--- src/rtl/servo_pwm.sv ---
// servo_pwm: RC-servo frame generator. One high pulse per FRAME_CYC-cycle
// frame, width = MIN_CYC + ((pos * SPAN_CYC) >> 8). Position and enable are
// sampled only at frame boundaries, so a pulse is never glitched mid-frame.
// Optional feature macro: SERVO_SLEW_EN limits the applied position change
// per frame to SLEW_STEP (saturating, no overshoot).
module servo_pwm #(
  parameter int FRAME_CYC = 1_000_000,
  parameter int MIN_CYC   = 50_000,
  parameter int SPAN_CYC  = 50_000,
  parameter int SLEW_STEP = 4
) (
  input  logic       clk,
  input  logic       rst,
  input  logic [7:0] position,
  input  logic       en,
  output logic       servo,
  output logic       frame_start,
  output logic [7:0] pos_applied
);

  localparam int CNT_W  = (FRAME_CYC > 1) ? $clog2(FRAME_CYC) : 1;
  localparam int SPAN_W = (SPAN_CYC > 0) ? $clog2(SPAN_CYC + 1) : 1;
  localparam int PROD_W = 8 + SPAN_W;
  localparam int WID_W  = $clog2(MIN_CYC + SPAN_CYC + 1);
  localparam int CMP_W  = ((CNT_W > WID_W) ? CNT_W : WID_W) + 1;

  localparam logic [CNT_W-1:0] CNT_LAST  = CNT_W'(FRAME_CYC - 1);
  localparam logic [7:0]       POS_RESET = 8'd128;

  typedef enum logic [1:0] {
    ST_IDLE  = 2'd0,
    ST_PULSE = 2'd1,
    ST_HOLD  = 2'd2
  } state_t;

  state_t             state_r, state_s;
  logic [CNT_W-1:0]   cnt_r, cnt_s;
  logic [WID_W-1:0]   width_r, width_s;
  logic [7:0]         pos_r, pos_s;
  logic               servo_r, servo_s;
  logic               fs_r, fs_s;
  logic [7:0]         next_pos_s;
  logic               boundary_s;
  logic [CMP_W-1:0]   cnt_inc_s;

  // Pulse width for a position; the product is kept at full width before the shift.
  function automatic logic [WID_W-1:0] width_of(input logic [7:0] pos);
    logic [PROD_W-1:0] prod;
    logic [PROD_W-1:0] scaled;
    prod   = PROD_W'(pos) * PROD_W'(SPAN_CYC);
    scaled = prod >> 4'd8;
    return WID_W'(MIN_CYC) + WID_W'(scaled);
  endfunction

`ifdef SERVO_SLEW_EN
  localparam int         STEP_LIM = (SLEW_STEP > 255) ? 255 : ((SLEW_STEP < 0) ? 0 : SLEW_STEP);
  localparam logic [8:0] STEP_C   = 9'(STEP_LIM);

  // Move cur toward target by at most STEP_C, landing exactly on target when close.
  function automatic logic [7:0] slew_to(input logic [7:0] target, input logic [7:0] cur);
    logic [8:0] diff;
    logic [8:0] up;
    logic [8:0] dn;
    logic [7:0] res;
    up = {1'b0, cur} + STEP_C;
    dn = {1'b0, cur} - STEP_C;
    if (target >= cur) begin
      diff = {1'b0, target} - {1'b0, cur};
      if (diff <= STEP_C)     res = target;
      else if (up > 9'd255)   res = 8'd255;
      else                    res = up[7:0];
    end else begin
      diff = {1'b0, cur} - {1'b0, target};
      if (diff <= STEP_C)            res = target;
      else if (STEP_C > {1'b0, cur}) res = 8'd0;
      else                           res = dn[7:0];
    end
    return res;
  endfunction

  assign next_pos_s = slew_to(position, pos_r);
`else
  assign next_pos_s = position;
`endif

  // The counter only wraps at CNT_LAST; >= also recovers from any corrupted count.
  assign boundary_s = (state_r == ST_IDLE) || (cnt_r >= CNT_LAST);
  assign cnt_inc_s  = CMP_W'(cnt_r) + CMP_W'(1'b1);

  // Next-state and next-output logic for the frame FSM.
  always_comb begin
    state_s = state_r;
    cnt_s   = cnt_r + CNT_W'(1'b1);
    width_s = width_r;
    pos_s   = pos_r;
    servo_s = servo_r;
    fs_s    = 1'b0;
    if (boundary_s) begin
      cnt_s = {CNT_W{1'b0}};
      fs_s  = 1'b1;
      if (en) begin
        pos_s   = next_pos_s;
        width_s = width_of(next_pos_s);
        state_s = ST_PULSE;
        servo_s = 1'b1;
      end else begin
        state_s = ST_HOLD;
        servo_s = 1'b0;
      end
    end else begin
      case (state_r)
        ST_PULSE: begin
          if (cnt_inc_s == CMP_W'(width_r)) begin
            servo_s = 1'b0;
            state_s = ST_HOLD;
          end else begin
            servo_s = 1'b1;
          end
        end
        ST_HOLD: begin
          servo_s = 1'b0;
        end
        default: begin
          state_s = ST_IDLE;
          servo_s = 1'b0;
          cnt_s   = {CNT_W{1'b0}};
        end
      endcase
    end
  end

  // State and output registers with synchronous reset to a centred position.
  always_ff @(posedge clk) begin
    if (rst) begin
      state_r <= ST_IDLE;
      cnt_r   <= {CNT_W{1'b0}};
      width_r <= width_of(POS_RESET);
      pos_r   <= POS_RESET;
      servo_r <= 1'b0;
      fs_r    <= 1'b0;
    end else begin
      state_r <= state_s;
      cnt_r   <= cnt_s;
      width_r <= width_s;
      pos_r   <= pos_s;
      servo_r <= servo_s;
      fs_r    <= fs_s;
    end
  end

  assign servo       = servo_r;
  assign frame_start = fs_r;
  assign pos_applied = pos_r;

endmodule

--- config.mk ---
export PLATFORM = sky130hd
export DESIGN_NAME = servo_pwm
export DESIGN_NICKNAME = d
export VERILOG_FILES = /design/src/rtl/servo_pwm.sv
export SDC_FILE = /design/constraint.sdc
export NUM_CORES = 1
export LEC_CHECK = 0
export BUFFER_PORTS_ARGS = -buffer_cell sky130_fd_sc_hd__clkbuf_2
export CELL_PAD_IN_SITES_DETAIL_PLACEMENT = 0
export CELL_PAD_IN_SITES_GLOBAL_PLACEMENT = 1
export CORE_MARGIN = 2
export CORE_UTILIZATION = 39
export DETAILED_ROUTE_END_ITERATION = 10
export GPL_TIMING_DRIVEN = 0
export PLACE_DENSITY_LB_ADDON = 0.2
export SLEW_MARGIN = 0
export SYNTH_ARGS = -nofsm -noshare
export SYNTH_HDL_FRONTEND = slang
export SYNTH_SLANG_ARGS = --single-unit
--- constraint.sdc ---
create_clock -name clk -period 5.7 [get_ports clk]
set_input_delay 0 -clock clk [delete_from_list [all_inputs] [get_ports clk]]
set_output_delay 0 -clock clk [all_outputs]
set_load 0.01 [all_outputs]
======== Word level (Yosys, flattened, before mapping) ========
Cells that the tools add are included.
storage, ports and cells
  flip-flop bits (word level) ............. 49
  bits of input ports ..................... 11
  output and inout port bits .............. 10
  logic and storage cells ................. 32
cells by class
  reduce and logical (&&, ||, !) cells .... 6
  eq/ne operators ......................... 5
  multiply operators ...................... 1
  add/subtract/negate cells ............... 3
  bitwise gates (word level) .............. 1
  mux-type cells .......................... 9
  magnitude comparators ................... 1
operators with widths
  cell                      count
  $add A20 B1 Y21 const B   1
  $eq A21 B17 Y1            1
  $add A20 B1 Y20 const B   1
  $ge A20 B20 Y1 const B    1
  $mul A8 B12 Y20 const B   1
  $add A16 B16 Y17 const A  1
  $mux W2                   3
  $mux W1                   5
  $pmux W2 S2               1
  $reduce_and A2 Y1         2
  $ne A3 B3 Y1 const B      1
  $reduce_or A3 Y1          1
  $eq A2 B1 Y1 const B      1
  $eq A2 B2 Y1 const B      1
  $logic_not A2 Y1          1
  $ne A2 B2 Y1 const B      1
  $reduce_or A2 Y1          1
  $logic_or A1 B1 Y1        1
  $not A1 Y1                1

======== Depth between registers and ports, before layout ========
  depth in word-level cells ............... 5
  gate-level depth with buffers ........... 18
  depth with buffers taken out ............ 18

======== Least setup slack after synthesis ========
OpenSTA, ideal clock, no wires.
  path type ............................... input to register
  start ................................... input position[2]
  end ..................................... register width_r[13]
  arrival time ............................ 3921 ps
  library setup time ...................... 137 ps
  path buffers ............................ 0
  path slack .............................. 1642 ps
  cell stages on the path ................. 16
  data required time ...................... 5563 ps
  path through ............................ ha_1 > ha_1 > inv_1 > fa_1 > inv_1 > fa_1 > ha_1 > nor2b_1 > o31a_1 > a2111oi_0 > o21bai_1 > xor2_1 > o21ai_0 > or3_1 > a21oi_1 > o21ai_0
between the ends
  cells in the longest elaborated chain, start to end .. 2
ends and longest elaborated chain
  item                  RTL line  source
  start, declared       14        input logic [7:0] position,
  $mul A8 B12 Y20       50        prod = PROD_W'(pos) * PROD_W'(SPAN_CYC);
  $add A16 B16 Y17      52        return WID_W'(MIN_CYC) + WID_W'(scaled);
  end signal, assigned  137       width_r <= width_of(POS_RESET);
  end signal, assigned  144       width_r <= width_s;
  end, declared         38        logic [WID_W-1:0] width_r, width_s;
Every way passes these cells.
A chain may end at the register's enable or synchronous reset.

======== Final worst setup path ========
  start ................................... input position[7]
  end ..................................... register width_r[13]
The elaborated chain is that of the path after synthesis.

==> impl_metrics.py <==
metrics = {
    "status": {
        "status": "finished clean",
    },
    "yosys": {
        "ys.flop_type": "dfxtp_1",
        "syn_nets": 562,
        "syn_area_um2": 4130,
        "yosysSeqAreaShare_pct": 23.7,
        "yosys_warnings": 0,
        "synth_enable_flop_cells": 0,
        "synthDistinctLibCells": 65,
        "avgSynthCellArea_um2": 8.54,
        "async_flop_share_pct": 0,
        "synth-seq-cells": 49,
        "syn_inst": 484,
    },
    "placement": {
        "port_buffers": 19,
        "place.gp.congestion": 0.760,
        "hpwl_mm": 7.68,
        "place_ws_ps": 959,
    },
    "sta": {
        "rsz0062_at_grt": "no",
        "tns_ps": 0,
        "min_period_over_period_pct": 80.2,
        "tightest_slew_ps": 745,
        "slew_headroom_pct": 50.0,
        "slew_violations": 0,
        "finalSetupViolCount": 0,
        "clock.fmax_ghz": 0.219,
        "min_period_ps": 4570,
        "layout_setup_ws_ps": 1130,
        "finalClockSkew_ps": 3.11,
        "finalHoldViolCount": 0,
    },
    "power_and_ir_drop": {
        "power.net_switching_mw": 0.604,
        "ir_drop_uv": 130,
        "p_sw_share_pct": 40.4,
        "p_per_area_nw_per_um2": 329,
        "power_mw": 1.50,
        "pwr-share-comb_pct": 52.6,
        "p_int_mw": 0.891,
        "seqPwrFrac_pct": 27.2,
        "pwr-share-clk_pct": 20.2,
        "p_leak_nw": 1.94,
    },
    "cts": {
        "cts_buffer_depth": 2,
        "root_buffer": "clkbuf_8",
        "htree_levels": 2,
        "cts-buffers-inserted": 5,
        "post_cts_buffers": 0,
        "clk_pin_slew_ps": 90,
        "cts.sinks": 49,
        "cts_tree": "yes",
        "ctsResizeCount": 0,
        "clk-insertion-delay-late_ps": 310,
    },
    "worst_setup_path": {
        "reg2reg_from": "cnt_r[5]$_SDFF_PP0_",
        "cp.required_ps": 5880,
        "critical_path.startpoint": "position[7]",
        "rr_endpoint": "servo$_SDFF_PP0_",
        "criticalPathCategory": "in2reg",
        "reg2reg_depth": 10,
        "startpoint_type": "input port",
        "endpoint_kind": "flop",
        "rrSetupSlack_ps": 2370,
        "arrival_ps": 4750,
        "path_max_fanout": 8,
    },
    "finish": {
        "final_util_pct": 44.0,
        "antennaDiodeCount": 0,
        "area_growth_pct": 9.90,
        "drive_above_1_share_pct": 7.81,
        "n_fill_cell": 1065,
        "fin_nets": 589,
    },
    "worst_hold_path": {
        "whs_endpoint": "pos_applied[3]$_SDFFE_PP0P_",
        "min_path_cells": 3,
        "hold_path_class": "in2reg",
        "min-delay-start": "position[3]",
    },
    "die": {
        "start_util_pct": 40.0,
        "core-area_um2": 10300,
        "placementRows": 37,
        "die-area_um2": 11400,
        "die_x_um": 107,
        "ios": 21,
        "fp.dieH_um": 107,
    },
    "detailed_routing": {
        "ant_nets": 0,
        "drc": 0,
        "drt_iter0_markers": 155,
        "wl_per_cell_um": 14.6,
        "first_pass_iters": 4,
        "avgViaCountPerCell": 5.26,
        "via_count": 3407,
        "totalWireLength_mm": 9.45,
    },
    "global_routing": {
        "grt.overflow.total": 0,
        "grt.total_usage_pct": 18.3,
        "grt_pass1_wl_mm": 16.8,
        "grt_max_degree": 16,
        "antenna_found_initial": 0,
        "grt_pass1_vias": 3485,
    },
    "run": {
        "drv_cap": 0,
    },
}
-- state kept, by name (all words and copies together), names as in the netlist --
signal / count
cnt_r: 20
width_r: 17
frame_start: 1
servo: 1
pos_applied: 8
state_r: 2
-- kinds of logic after synthesis --
family          Yosys count  share of synthesized area [%]
mux                       3                          0.727
flops                    49                           23.7
xor+xnor                 45                           9.87
simple gates            169                           21.0
fa+ha+maj                67                           22.5
buf+inv                  44                           4.36
compound gates          107                           17.8
-- final cells by class --
cell class / instances / area (um2) / area share (%)
well taps: 136 / 170 / 3.75
flip-flops and latches: 49 / 981 / 21.6
repair buffers: 20 / 105 / 2.31
multi-input cells: 391 / 2970 / 65.4
clock inverters: 3 / 65.1 / 1.43
inverters: 25 / 93.8 / 2.07
clock buffers: 5 / 68.8 / 1.52
plain buffers: 19 / 86.3 / 1.90
-- worst max-delay path, stage by stage --
cell	delay, ps
dlygate4sd3_1	530
clkbuf_2	160
ha_1	320
ha_1	300
fa_1	470
ha_1	310
ha_1	390
a211oi_1	270
nor2_1	90
a211oi_1	640
xnor2_1	240
a21o_1	230
o21ai_0	370
o21ai_0	160
a21oi_1	180
o21ai_0	90
-- power groups by stage --
stage                     clock (mW)  combinational [mW]  sequential (mW)
after floorplan                    0               0.626            0.409
after detailed placement           0               0.781            0.416
final                          0.301               0.787            0.407
after global placement             0               0.781            0.414
after CTS                      0.308               0.793            0.408
after global routing           0.322               0.908            0.414
-- worst max path at each step --
stage,end,cells past startpoint
after floorplan,width_r[13]$_SDFFE_PP1P_,16
after global placement,width_r[13]$_SDFFE_PP1P_,17
after detailed placement,width_r[13]$_SDFFE_PP1P_,17
after CTS,width_r[13]$_SDFFE_PP1P_,16
after global routing,width_r[13]$_SDFFE_PP1P_,16
final,width_r[13]$_SDFFE_PP1P_,16
-- placed cells by master (no fill, tap or decap), types with 4 or more instances in the layout --
master    count
a21oi_1      29
clkbuf_8      5
a211o_1       4
o21a_1        6
a21o_1        9
xnor2_1      21
inv_1        25
nand3_1      20
nand2_1      48
o21ai_0      12
fa_1         12
ha_1         55
nor2b_1       7
nor4_1        4
xor2_1       23
or3_1         5
and3_1        5
a211oi_1     10
nand4_1       5
nor3_1        6
clkbuf_2     19
dfxtp_1      49
nor2_1       43
clkbuf_1     15
-- synth_stat cells, drive strengths merged (10+ instances only) --
cell / count / share of area, %
fa: 12 / 5.8
a211oi: 10 / 1.8
xnor2: 21 / 4.5
nand3: 20 / 2.4
inv: 25 / 2.3
nor2: 43 / 3.9
ha: 55 / 17
xor2: 23 / 4.9
o21ai: 12 / 1.5
clkbuf: 15 / 1.4
dfxtp: 49 / 24
nand2: 49 / 4.6
a21oi: 29 / 3.5
-- layer usage --
metal / up-vias / GRT usage, % / wire length [um] / share of wire [%]
li1: 1791 / - / - / -
met2: 42 / 32.8 / 4510 / 48
met3: 10 / 2.01 / 237 / 2.5
met4: 0 / 4.45 / 119 / 1.3
met1: 1564 / 23.6 / 4580 / 48
met5: - / 0 / 0 / 0
-- through the flow --
stage | std cells | cell area, um2 | hold WS, ps
floorplan | 484 | 4130 | 124
global placement | 639 | 4400 | 319
detailed placement | 639 | 4400 | 328
CTS | 648 | 4540 | 9.85
global route | 648 | 4540 | 12.2
finish | 648 | 4540 | 23.3
-- what timing repair did --
action                                 CTS  global route
setup endpoints to repair                0             0
hold buffers                             1             0
endpoints found under the hold margin    1             0
Power figures use the tool's default switching activity.
